File: config.mk
export PLATFORM = sky130hd
export DESIGN_NAME = axis_upsizer_n
export DESIGN_NICKNAME = d
export VERILOG_FILES = /design/src/rtl/axis_upsizer_n.sv
export SDC_FILE = /design/constraint.sdc
export NUM_CORES = 1
export LEC_CHECK = 0
export BUFFER_PORTS_ARGS = -buffer_cell sky130_fd_sc_hd__buf_2
export CELL_PAD_IN_SITES_DETAIL_PLACEMENT = 1
export CELL_PAD_IN_SITES_GLOBAL_PLACEMENT = 2
export CORE_ASPECT_RATIO = 0.6
export CORE_MARGIN = 5
export CORE_UTILIZATION = 42
export DETAILED_ROUTE_END_ITERATION = 8
export PLACE_DENSITY_LB_ADDON = 0.1
export SLEW_MARGIN = 10
export SYNTH_ARGS = -nofsm -noshare
export SYNTH_HDL_FRONTEND = slang
export SYNTH_SLANG_ARGS = --single-unit
File: constraint.sdc
create_clock -name aclk -period 14 [get_ports aclk]
set_clock_uncertainty 0.2 [all_clocks]
set_input_delay 2.1 -clock aclk [delete_from_list [all_inputs] [get_ports aclk]]
set_output_delay 2.1 -clock aclk [all_outputs]
set_load 0.1 [all_outputs]
File: src/rtl/axis_upsizer_n.sv
// AXI-Stream width upsizer: packs N W-bit beats into one W*N-bit word,
// first beat in the top slot, with tlast-driven partial flush and per-slot tkeep.
module axis_upsizer_n #(
  parameter int W = 40,
  parameter int N = 4
) (
  input  logic           aclk,
  input  logic           areset,
  input  logic [W-1:0]   in_tdata,
  input  logic           in_tvalid,
  input  logic           in_tlast,
  output logic           in_tready,
  output logic [W*N-1:0] out_tdata,
  output logic [N-1:0]   out_tkeep,
  output logic           out_tlast,
  output logic           out_tvalid,
  input  logic           out_tready
);

  localparam int CW = $clog2(N);
  localparam logic [CW-1:0] LAST_CNT = CW'(N - 1);

  logic [CW-1:0]  r_cnt;
  logic [W*N-1:0] r_out_data;
  logic [N-1:0]   r_out_keep;
  logic           r_out_last;
  logic           r_out_valid;

  logic           w_accept;
  logic           w_complete;
  logic [CW-1:0]  w_slot;
  logic [W*N-1:0] w_word_data;
  logic [N-1:0]   w_word_keep;

  // Ready only looks at the output register, so a completing beat can always retire.
  assign in_tready  = ~areset & (~r_out_valid | out_tready);
  assign w_accept   = in_tvalid & in_tready;
  assign w_complete = w_accept & (in_tlast | (r_cnt == LAST_CNT));
  assign w_slot     = LAST_CNT - r_cnt;

  genvar gi;
  generate
    for (gi = 0; gi < N; gi++) begin : g_slot
      if (gi == 0) begin : g_low
        // The lowest slot is only ever filled by a completing beat.
        logic w_hit;
        assign w_hit             = (w_slot == CW'(gi));
        assign w_word_data[W-1:0] = w_hit ? in_tdata : '0;
        assign w_word_keep[0]     = w_hit;
      end else begin : g_acc
        logic         w_hit;
        logic [W-1:0] r_data;
        logic         r_keep;

        assign w_hit = (w_slot == CW'(gi));
        // Stale data behind a cleared keep bit is masked to zero.
        assign w_word_data[gi*W +: W] = w_hit ? in_tdata : (r_keep ? r_data : '0);
        assign w_word_keep[gi]        = w_hit | r_keep;

        always_ff @(posedge aclk) begin
          if (w_accept && !w_complete && w_hit) begin
            r_data <= in_tdata;
          end
        end

        always_ff @(posedge aclk or posedge areset) begin
          if (areset) begin
            r_keep <= 1'b0;
          end else if (w_complete) begin
            r_keep <= 1'b0;
          end else if (w_accept && w_hit) begin
            r_keep <= 1'b1;
          end
        end
      end
    end
  endgenerate

  always_ff @(posedge aclk or posedge areset) begin
    if (areset) begin
      r_cnt <= '0;
    end else if (w_complete) begin
      r_cnt <= '0;
    end else if (w_accept) begin
      r_cnt <= r_cnt + CW'(1);
    end
  end

  always_ff @(posedge aclk or posedge areset) begin
    if (areset) begin
      r_out_data  <= '0;
      r_out_keep  <= '0;
      r_out_last  <= 1'b0;
      r_out_valid <= 1'b0;
    end else if (w_complete) begin
      r_out_data  <= w_word_data;
      r_out_keep  <= w_word_keep;
      r_out_last  <= in_tlast;
      r_out_valid <= 1'b1;
    end else if (r_out_valid && out_tready) begin
      r_out_valid <= 1'b0;
    end
  end

  assign out_tdata  = r_out_data;
  assign out_tkeep  = r_out_keep;
  assign out_tlast  = r_out_last;
  assign out_tvalid = r_out_valid;

endmodule

# Word-level counts from Yosys, hierarchy flattened
# Index checks and enable logic that the tools add are counted.
# W data, S select, Z words.
[word_totals]
ff_bits = 291
in_bits = 45
output_inout_bits = 167
[classes]
n_addsub = 2
n_eq_ne = 4
n_mux = 17
n_bitwise = 10
n_reduce_logical = 15
[op_table]
columns = ["cell", "count"]
rows = [
  ["$mux W40", 7],
  ["$reduce_bool A2 Y1", 5],
  ["$logic_and A1 B1 Y1", 8],
  ["$mux W1", 8],
  ["$eq A2 B2 Y1 const B", 3],
  ["$or A1 B1 Y1", 5],
  ["$mux W2", 2],
  ["$and A1 B1 Y1", 3],
  ["$add A2 B1 Y2 const B", 1],
  ["$eq A2 B1 Y1 const B", 1],
  ["$logic_not A2 Y1", 1],
  ["$not A1 Y1", 2],
  ["$sub A2 B2 Y2 const A", 1],
  ["$logic_not A1 Y1", 1],
]

# Longest topological paths before layout
[logic_depth]
ltp_word = 8
ltp_mapped = 8
mapped_depth_nobuf = 5

# Least setup slack after synthesis
# OpenSTA, ideal clock, no wires.
[synth_path]
kind = "in2out"
start = "input port out_tready"
end = "output port in_tready"
arrival_time_ns = 3.523
required_time_ns = 11.700
path_slack_ns = 8.177
stages = 3
path_buffers = 1
path_cell_list = "nor2b_1 > buf_6 > nor2_1"
[synth_via]
elab_chain_cells = 2
[synth_rtl]
columns = ["element", "line_no", "text"]
rows = [
  ["from (decl)", "17", "input logic out_tready"],
  ["$or A1 B1 Y1", "36", "assign in_tready = ~areset & (~r_out_valid | out_tready);"],
  ["$and A1 B1 Y1", "36", ""],
  ["to (decl)", "12", "output logic in_tready,"],
]
# No other way between the ends.

# Worst setup path after layout
# Same ends and word-level chain as after synthesis.

==> results.ini <==
[timing]
period_share_pct = 38.2
clock.fmax_ghz = 0.187
setup_viol = 0
max_slew_margin_pct = 15.3
worst_slew_pin_slew_ps = 1270
min_period_ps = 5350
maxSlewViolCount = 0
setup_tns_ps = 0
hold_violations = 0
whs_ps = 282
rsz0062_at_grt = no

[setup_path]
r2r-end = g_slot[2].g_acc.r_data[21]
cp_max_fo = 7
crit_end = in_tready
setup.worst_path.end_class = output port
cp-startpoint = out_tready
r2r_start = r_cnt[1]
cp_common_cell = buf_2
crit_path_cell_trace = buf_2 -> nor2b_1 -> nor2_1 -> buf_2
startpoint_type = primary input
worstPathArrival_ps = 3050
max_stage_delay_ps = 450
cp_data_required_time_ps = 11700
crit_buf_inv = 2
rrSetupSlack_ps = 10640
cp_num_cells = 4
path_class = primary input to output port
critPathTopFamily = simple AND/OR/NAND/NOR gates
reg2reg_depth = 3
cp_slowest_cell = nor2b_1

[placed_design]
place_congestion = 0.769
hpwl_um = 18600
dpl_cell_area_um2 = 12500
portBuffers = 211

[hold_path]
hp-class = flop to flop
whs_path_depth = 1

[global_route]
use_met3_pct = 4.54
grt_pass1_wl_um = 47500
grt_usage_pct = 20.1
grtUsageMet1_pct = 28.7
antenna_found_initial = 0
gr-usage-met2_pct = 32.4
grt_max_degree = 113
grt_pass1_vias = 7595
grt.busiest_layer = met2
gr-total-overflow = 0

[yosys]
ys_ff_latch = 291
syn_inst = 676
netlist.area_leader.share_pct = 38.1
synth_nets = 725
synth_area_um2 = 11200
synth_edf_count = 120
ys_seq_area_share_pct = 70.2
ys_warn_count = 0
syn_area_per_cell_um2 = 16.6
yosysTopAreaCell = dfrtp_1
synth_cell_types = 26
synthArstFlopShare_pct = 58.8
synthFlopType = dfrtp_1
synth_top_cells_by_area = dfrtp_1, edfxtp_1, a22o_1, mux2_1, mux2_2

[finish]
layout.nets = 920
stdcell_area_um2 = 13500
insertedDiodeCount = 0
syn_to_final_growth_pct = 20.2
fill_cells = 2596
drive_above_1_share_pct = 37.6
finish.utilization_pct = 51.2

[cts]
cts_max_path_buffers = 3
cts.clk_slew.worst_paths_ps = 60
cts_root_buf = clkbuf_16
cts_hold_buf = 0
h-tree-depth = 1
post_cts_resized = 0
cts_tree = built
cts_buffers = 28
insertion_delay_ps = 550
cts_sinks = 291
cts_setup_buffers = 0

[floorplanning]
rows = 46
core_um2 = 26400
dieArea_um2 = 30200
die_h_um = 137
fp.dieW_um = 221
initial_utilization_pct = 42.6
pin_count = 212

[drt]
routed_wl_um = 30800
dr.first_iter.drc_count = 398
wire_per_inst_um = 24.6
num_vias = 6958
avgViaCountPerCell = 5.55
drc_errors = 0
ant_nets = 0
drtPass1Iterations = 4

[run]
drv_cap = 0

[run_status]
outcome = complete, no violations

[flip-flops by register name (all words and copies together), names as in the netlist]
name and cells:
out_tvalid 1, g_slot.g_acc.r_keep 3, g_slot.g_acc.r_data 120, out_tlast 1
out_tdata 160, r_cnt 2, out_tkeep 4
[layer usage]
layer	up-vias	share of wire [%]
li1	2998	-
met4	0	1.6
met5	-	0
met1	3746	46
met2	174	47
met3	40	5.4
[cells in the final DEF (no fill, tap or decap), drive strengths merged]
cell,count
edfxtp,120
o31ai,3
buf,217
o21ai,9
nor3,1
inv,4
nand3,1
nor2b,5
or3,1
clkinvlp,1
nand2,7
nand2b,2
clkinv,10
a21o,1
a31oi,3
nand4,2
and3,4
ha,4
a22o,157
clkbuf,38
mux2,120
dfrtp,171
nor2,9
bufinv,3
[cells in the mapped netlist, drive strengths merged (5+ instances only)]
master    n
nand2     7
mux2    120
edfxtp  120
buf      31
nor2b     5
o21ai     9
a22o    157
dfrtp   171
nor2      9
clkbuf   21
[worst min path at each step]
stage / from / end / slack, ps
6_report: out_tdata[106] / out_tdata[106] / 280
5_1_grt: out_tdata[82] / out_tdata[82] / 300
3_5_place_dp: out_tdata[114] / out_tdata[114] / 270
2_1_floorplan: g_slot[1].g_acc.r_keep / g_slot[1].g_acc.r_keep / 300
3_3_place_gp: out_tkeep[0] / out_tkeep[0] / 260
4_1_cts: out_tdata[114] / out_tdata[114] / 290
[stage by stage]
step,instances,setup WS (ps)
global route,1253,8540
global placement,1200,8690
finish,1253,8650
floorplan,676,7070
detailed placement,1200,8610
CTS,1252,8610
[area by class of cell]
cell class	count	area, µm²	area share (%)
repair buffers	217	1110	8.25
clock buffers	38	811	6.00
well taps	360	450	3.34
flip-flops and latches	291	7880	58.4
inverters	4	20.0	0.148
clock inverters	14	145	1.07
multi-input cells	329	3080	22.8
[cell families (layout without fill, tap and decap cells)]
kind of cell	Yosys count	after routing	share of synthesized area, %
DFF	291	291	70.2
AOI/OAI and AO/OA	173	173	13.1
muxes	120	120	12.0
buffers and inverters	56	273	2.71
and+or+nand+nor	32	32	1.55
adders and majority gates	4	4	0.446
Power is left out: the tool's default activity adds up to more than one toggle a clock period on the data nets, which glitch-free logic cannot reach.
